### src/rtl/serial_subtractor.sv
// Bit-serial subtractor: diff = a - b - bin, one bit per clock, LSB first.
// Start/done handshake; a result is produced WIDTH cycles after acceptance.
module serial_subtractor #(
  parameter int WIDTH = 4
) (
  input  logic             clk,
  input  logic             rst_n,
  input  logic             start,
  input  logic [WIDTH-1:0] a,
  input  logic [WIDTH-1:0] b,
  input  logic             bin,
  output logic             busy,
  output logic             done,
  output logic [WIDTH-1:0] diff,
  output logic             bout
);

  localparam int CW = (WIDTH > 1) ? $clog2(WIDTH) : 1;

  typedef enum logic {
    IDLE,
    SHIFT
  } state_t;

  state_t           state, state_next;
  logic [WIDTH-1:0] a_sr, b_sr, res_sr;
  logic             br;
  logic [CW-1:0]    cnt;

  logic             load, last;
  logic             d_bit, br_next;
  logic [WIDTH-1:0] res_next;

  // Full-subtractor cell on the current LSBs.
  assign d_bit    = a_sr[0] ^ b_sr[0] ^ br;
  assign br_next  = (~a_sr[0] & b_sr[0]) | (~(a_sr[0] ^ b_sr[0]) & br);
  assign res_next = {d_bit, res_sr[WIDTH-1:1]};

  assign busy = (state == SHIFT);

  // NOTE: state register uses non-blocking assignment; the next-state logic
  // below is a pure always_comb with every output defaulted first, so no latch.
  always_ff @(posedge clk or negedge rst_n) begin
    if (!rst_n) state <= IDLE;
    else        state <= state_next;
  end

  always_comb begin
    state_next = state;
    load       = 1'b0;
    last       = 1'b0;
    unique case (state)
      IDLE: begin
        if (start) begin
          load       = 1'b1;
          state_next = SHIFT;
        end
      end
      SHIFT: begin
        if (cnt == CW'(WIDTH - 1)) begin
          last       = 1'b1;
          state_next = IDLE;
        end
      end
      default: state_next = IDLE;
    endcase
  end

  // NOTE: every datapath flop is cleared by rst_n, so an aborted operation
  // leaves no stale operands, borrow or partial result behind.
  always_ff @(posedge clk or negedge rst_n) begin
    if (!rst_n) begin
      a_sr   <= '0;
      b_sr   <= '0;
      res_sr <= '0;
      br     <= 1'b0;
      cnt    <= '0;
      diff   <= '0;
      bout   <= 1'b0;
      done   <= 1'b0;
    end else begin
      done <= last;
      if (load) begin
        a_sr   <= a;
        b_sr   <= b;
        br     <= bin;
        res_sr <= '0;
        cnt    <= '0;
      end else if (state == SHIFT) begin
        a_sr   <= a_sr >> 1;
        b_sr   <= b_sr >> 1;
        br     <= br_next;
        res_sr <= res_next;
        cnt    <= cnt + 1'b1;
        // Outputs move only here, so they hold the previous result mid-operation.
        if (last) begin
          diff <= res_next;
          bout <= br_next;
        end
      end
    end
  end

endmodule

### config.mk
export PLATFORM = sky130hd
export DESIGN_NAME = serial_subtractor
export DESIGN_NICKNAME = d
export VERILOG_FILES = /design/src/rtl/serial_subtractor.sv
export SDC_FILE = /design/constraint.sdc
export NUM_CORES = 1
export LEC_CHECK = 0
export ABC_CLOCK_PERIOD_IN_PS = 3250
export BUFFER_PORTS_ARGS = -buffer_cell sky130_fd_sc_hd__buf_2
export CAP_MARGIN = 20
export CORE_MARGIN = 2
export CORE_UTILIZATION = 45
export DETAILED_ROUTE_END_ITERATION = 8
export PLACE_DENSITY = 0.64
export SETUP_SLACK_MARGIN = 0.3
export SLEW_MARGIN = 20
export SYNTH_ARGS = -nofsm -noshare
export SYNTH_HDL_FRONTEND = slang
export SYNTH_SLANG_ARGS = --single-unit
### constraint.sdc
create_clock -name clk -period 3.25 [get_ports clk]
set_input_delay 0.1625 -clock clk [delete_from_list [all_inputs] [get_ports clk]]
set_output_delay 0.1625 -clock clk [all_outputs]
set_load 0.01 [all_outputs]
==> results.md, run 1 <==
- Sum Neg Setup Slack: 0 ns
- Ant diodes: 0
- Setup CP Type: reg2out
- Register area: between 500 and 600 um^2
- Largest fanout on the critical path: 25
- Die footprint: 2360 um^2
- Hold Path Cell Cnt: 3
- Commonest non-fill, non-tap cell in the layout: dfrtp_1
- Die Height: between 40 and 50 um
- Share of post-route cells with drive strength above 1: 30.3%
- Fillers: 194
- CP peak stage delay: 0.84 ns
- Placer Congestion: 0.670
- Syn nets: 84
- Minimum clock period: about 1.5 ns
- DRT Pass-1 Iters: 2
- NetSw: 280 uW
- Setup violations, final: 0
- CP endpoint kind: primary output
- Max-Cap Viols: 0
- Sw Share: 32.9%
- Hpwl dp: 958 um
- Crit Reg-Reg Endpoint: cnt[0]$_DFFE_PN0P_
- Yosys warnings: 0
- Crit-path cells: buf_2
- Max_slew headroom: 50.9%
- R2R depth: 2
- Status: complete, no violations
- Final hold violation count: 0
- Placed instance area: just under 1000 um^2
- Post-Synthesis Cells: 70
- Fin crit share: 47.6%
- RSZ-0062 raised after global routing: false
- Crit path max-delay family: flip-flops
- Synthesized flop and latch total: 21
- Crit path buf inv count: 1
- First-pass GRT wire length: 2500 um
- Initial antenna violation count: 0
- Critical Path RT: 3.09 ns
- Clock skew: 0.000623 ns
- Crit-path slowest cell: dfrtp_1
- R2R Path Start: busy$_DFF_PN0_
- Htree depth: 1
- Worst Hold Class: in2reg
- Total track usage: 13.8%
- Hold worst-path end: a_sr[3]$_DFFE_PN0P_
- Core Util, Final: 53.1%
- Initial Utilization: a little under half
- Routed vias: 551
- Routed len/inst: 11.7 um
- Nets: 104
- Starting DRT DRC Count: 3
- Max IR drop VDD: 0.329 mV
- Register clock-pin slew on the reported worst setup and hold paths: 0.11 ns
- Number of global-route vias before repair: 569
- Clock root buffer: clkbuf_4
- Setup bufs post-CTS: 0
- Worst-margin pin slew: 0.737 ns
- FP Rows: 16
- Avg Cell Area, Syn: 12.8 um^2
- Final slew viol count: 0
- CTS tree: built
- CTS Buf Count: 3
- Register share of total power: 53.2%
- F_max: about 0.65 GHz
- Die X: 48.6 um
- Port bufs: 18
- Synthesized cell area: 893 um^2
- Combinational share of power: 32.9%
- Largest net degree at the start of global routing: 26
- Most frequent cells in the layout: dfrtp_1, buf_2, mux2i_1
- I/O Pins: 19
- Drt drc: 0
- Final instance area: 1020 um^2
- Core box area: around 1900 um^2
- Startpoint types: register
- Area Overhead vs Synth: 14.3%
- Crit path DAT: 1.38 ns
- Power density over cell area: 832 nW/um^2
- Leakage: between 0.0005 and 0.0006 uW
- Grt total ovfl: 0
- Clk Latency, worst-skew pair: 0.29 ns
- Multi-input logic area: between 300 and 400 um^2
- Routed Antenna Nets: 0
- Total Routed Length: around 1400 um
- Seq/Total Area, Yosys: 58.8%
- Worst hold start: a[3]
- R2R setup slack: 1.79 ns
- Synth cell types: 15
- Num Clock Sinks: 21
- Clock power frac: 13.9%
- Vias per cell: roughly 4.8
- CTS Buffer Depth: 2
- Int Power: between 500 and 600 uW
-- cell type report --
cell class | count | share of cell area (%)
inverters | 4 | 1.47
clock buffers | 4 | 2.57
well taps | 27 | 3.31
multi-input cells | 41 | 31.4
repair buffers | 19 | 9.80
flip-flops and latches | 21 | 51.5
-- synthesized netlist by cell type --
library cell	n	area share, %
nand2_4	1	1.3
mux2_2	5	6.3
o21ai_0	7	3.9
dfrtp_1	21	59
ha_1	1	1.4
buf_2	2	1.1
nand2b_1	1	0.70
mux2i_1	11	12
a22o_1	3	2.9
nor2_1	3	1.3
nand2_1	7	2.9
fa_1	1	2.2
buf_6	2	2.5
inv_1	4	1.7
a21oi_1	1	0.56
-- per-stage QoR --
stage / hold slack, ns / power, uW / std cells / setup slack (ns)
after floorplan: -0.133 / 663 / 70 / 2.01
final: 0.107 / 849 / 116 / 1.70
after global routing: 0.112 / 930 / 116 / 1.58
after CTS: 0.0949 / 870 / 116 / 1.67
after global placement: 0.145 / 730 / 111 / 1.84
after detailed placement: 0.145 / 746 / 111 / 1.81
-- worst max-delay path by stage --
stage                             start             endpoint  slack [ns]  cells after the start
floorplan           a_sr[0]$_DFFE_PN0P_  diff[3]$_DFFE_PN0P_        2.01                      2
global placement         busy$_DFF_PN0_   cnt[0]$_DFFE_PN0P_        1.84                      2
detailed placement       busy$_DFF_PN0_   cnt[0]$_DFFE_PN0P_        1.81                      2
CTS                      busy$_DFF_PN0_                 busy        1.67                      1
global route             busy$_DFF_PN0_                 busy        1.58                      1
finish                   busy$_DFF_PN0_                 busy        1.70                      1
-- tightest hold or removal path: stages --
cell and delay, ns:
buf_2 0.07, mux2i_1 0.05, nor2_1 0.07
-- timing repair --
action	CTS	global route
resized for setup	0	0
hold buffers	1	0
hold endpoints to repair	21	0
-- power groups by stage --
stage	clock (uW)	combinational [uW]	sequential (uW)
floorplan	0	224	440
global placement	0	275	455
detailed placement	0	286	461
CTS	128	287	455
global route	142	316	472
finish	118	280	452
-- layer usage --
metal	share of wire, %	wire (um)	vias to the layer above	track usage [%]
li1	-	-	273	-
met1	46	619	264	16.8
met2	50	677	12	24.1
met3	3.7	50	2	2.78
met4	0.88	12	0	5.71
met5	0	0	-	0
-- registers in the layout (all words and copies together) (netlist names) --
name	count
diff	4
b_sr	4
cnt	2
busy	1
res_sr	3
done	1
a_sr	4
br	1
bout	1
-- logic make-up after synthesis --
family | count (synthesis) | synth area share (%)
adders and majority gates | 2 | 3.64
AOI/OAI and AO/OA | 11 | 7.42
DFF | 21 | 58.8
and+or+nand+nor | 12 | 6.16
buffers and inverters | 8 | 5.32
muxes | 16 | 18.6
Power figures use the tool's default switching activity.
==> run 2: changes to the inputs <==
Settings changed: ABC_CLOCK_PERIOD_IN_PS 3250 to 1390, PLACE_DENSITY 0.64 to 0.66.
Clock period 3.25 ns to 1.39 ns, I/O delays scaled along.
==> results.md, run 2 (synthesis results as in run 1) <==
- Status: complete, no violations
- Setup WS pre-CTS: 0.108 ns
- DRT Pass-1 Iters: 3
- Worst Hold Class: in2reg
- I/O Pins: 19
- Core box area: 1920 um^2
- Number of global-route vias before repair: roughly 650
- Largest fanout on the critical path: 2
- CTS Buffer Depth: 2
- Clock power frac: 13.2%
- CP peak stage delay: 0.49 ns
- Core Util, Final: approximately 58%
- Minimum clock period: 1.28 ns
- Die footprint: 2360 um^2
- Die Height: 48.6 um
- RSZ-0062 raised after global routing: true
- Htree depth: 1
- Drt drc: 0
- Port bufs: 18
- Most frequent cells in the layout: dfrtp_1, buf_2, mux2i_1
- Final slew viol count: 0
- Largest net degree at the start of global routing: 22
- Largest regs: a_sr (4), b_sr (4), diff (4)
- Register clock-pin slew on the reported worst setup and hold paths: about 0.11 ns
- CTS tree: built
- Vias per cell: 4.83
- Hpwl dp: 1100 um
- Combinational share of power: 41.3%
- Max_slew headroom: between 60 and 70%
- Clock skew: 0.00587 ns
- FP Rows: 16
- Leakage: approximately 0.00058 uW
- Clk Latency, worst-skew pair: around 0.30 ns
- NetSw: 736 uW
- Setup CP Type: reg2reg
- Grt total ovfl: 0
- Placer Congestion: 0.707
- CP endpoint kind: register
- Critical Path RT: approximately 1.6 ns
- Crit-path cells: inv_2, fa_1, mux2_2
- Commonest non-fill, non-tap cell in the layout: dfrtp_1
- Share of post-route cells with drive strength above 1: around 39%
- Max IR drop VDD: roughly 0.94 mV
- Setup violations, final: 0
- Int Power: between 1000 and 1500 uW
- Final hold violation count: 0
- Area Overhead vs Synth: 23.9%
- Sum Neg Setup Slack: 0 ns
- Max-Cap Viols: 0
- Sw Share: 33.3%
- Crit path DAT: 1.49 ns
- Total Routed Length: approximately 1500 um
- First-pass GRT wire length: 2770 um
- F_max: 0.779 GHz
- Routed vias: 594
- Total track usage: 15.3%
- Power density over cell area: 2000 nW/um^2
- Ant diodes: 0
- Crit-path slowest cell: fa_1
- Fin crit share: 92.4%
- Num Clock Sinks: 21
- Worst-margin pin slew: approximately 0.47 ns
- Starting DRT DRC Count: 4
- Initial Utilization: 46.5%
- Register share of total power: 45.5%
- Non-Filler Instances: 123
- Routed Antenna Nets: 0
- Routed len/inst: 12.6 um
- Nets: 111
- CTS Buf Count: 3
- Startpoint types: register
- Placed insts: 113
- Setup ws final: 0.106 ns
- Initial antenna violation count: 0
- Fillers: 177
- Die X: around 49 um
- Clock root buffer: clkbuf_4
run 2: final cells by class:
| class | instances | area [um^2] | area share (%) |
|---|---|---|---|
| sequential | 21 | 526 | 47.5 |
| multi-input combinational | 41 | 337 | 30.4 |
| timing repair buffer | 26 | 170 | 15.4 |
| tap | 27 | 33.8 | 3.05 |
| clock buffer | 4 | 26.3 | 2.37 |
| inverter | 4 | 15.0 | 1.36 |
run 2: final timing paths:
kind | from | slack (ns) | endpoint | cells after the start
worst max-delay path | b_sr[0]$_DFFE_PN0P_ | 0.11 | diff[3]$_DFFE_PN0P_ | 3
worst min-delay path | b[3] | 0.006 | b_sr[3]$_DFFE_PN0P_ | 3
worst max register to register | b_sr[0]$_DFFE_PN0P_ | 0.11 | diff[3]$_DFFE_PN0P_ | 3
worst min register to register | a_sr[1]$_DFFE_PN0P_ | 0.50 | a_sr[0]$_DFFE_PN0P_ | 2
max in group asynchronous | rst_n | 0.83 | cnt[1]$_DFFE_PN0P_ | 2
min in group asynchronous | rst_n | 0.23 | diff[2]$_DFFE_PN0P_ | 2
run 2: routing by layer:
layer | wire [um] | up-vias | part of all wire, % | track usage [%]
met1 | 643 | 286 | 42 | 17.8
met4 | 29 | 0 | 1.9 | 6.19
met3 | 66 | 5 | 4.3 | 3.09
met5 | 0 | - | 0 | 0
li1 | - | 287 | - | -
met2 | 808 | 16 | 52 | 27.5
run 2: critical path: cells and delay by family (launching register included):
kind                       cells  cell delay, ns
buffers and inverters          1            0.04
DFF                            1            0.37
muxes                          1            0.27
adders and majority gates      1            0.49
run 2: power groups by stage:
stage / Clock [uW] / Combinational (uW) / Sequential, uW
6_report: 292 / 914 / 1010
2_1_floorplan: 0 / 527 / 1030
4_1_cts: 305 / 880 / 1010
3_5_place_dp: 0 / 768 / 1020
5_1_grt: 333 / 1030 / 1040
3_3_place_gp: 0 / 732 / 1000
run 2: metrics by stage:
stage | total power, uW | hold WS [ns] | cell area [um^2]
2_1_floorplan | 1550 | -0.226 | 896
3_3_place_gp | 1740 | 0.0476 | 1000
3_5_place_dp | 1790 | 0.0505 | 1000
4_1_cts | 2190 | 0.00199 | 1080
5_1_grt | 2400 | 0.0250 | 1110
6_report | 2210 | 0.00634 | 1110
run 2: repair_timing:
item	4_1_cts	5_1_grt
resized for setup	6	5
setup buffers	3	1
pin swaps	3	1
setup endpoints to repair	8	11
endpoints found under the hold margin	22	0
hold buffers	2	0
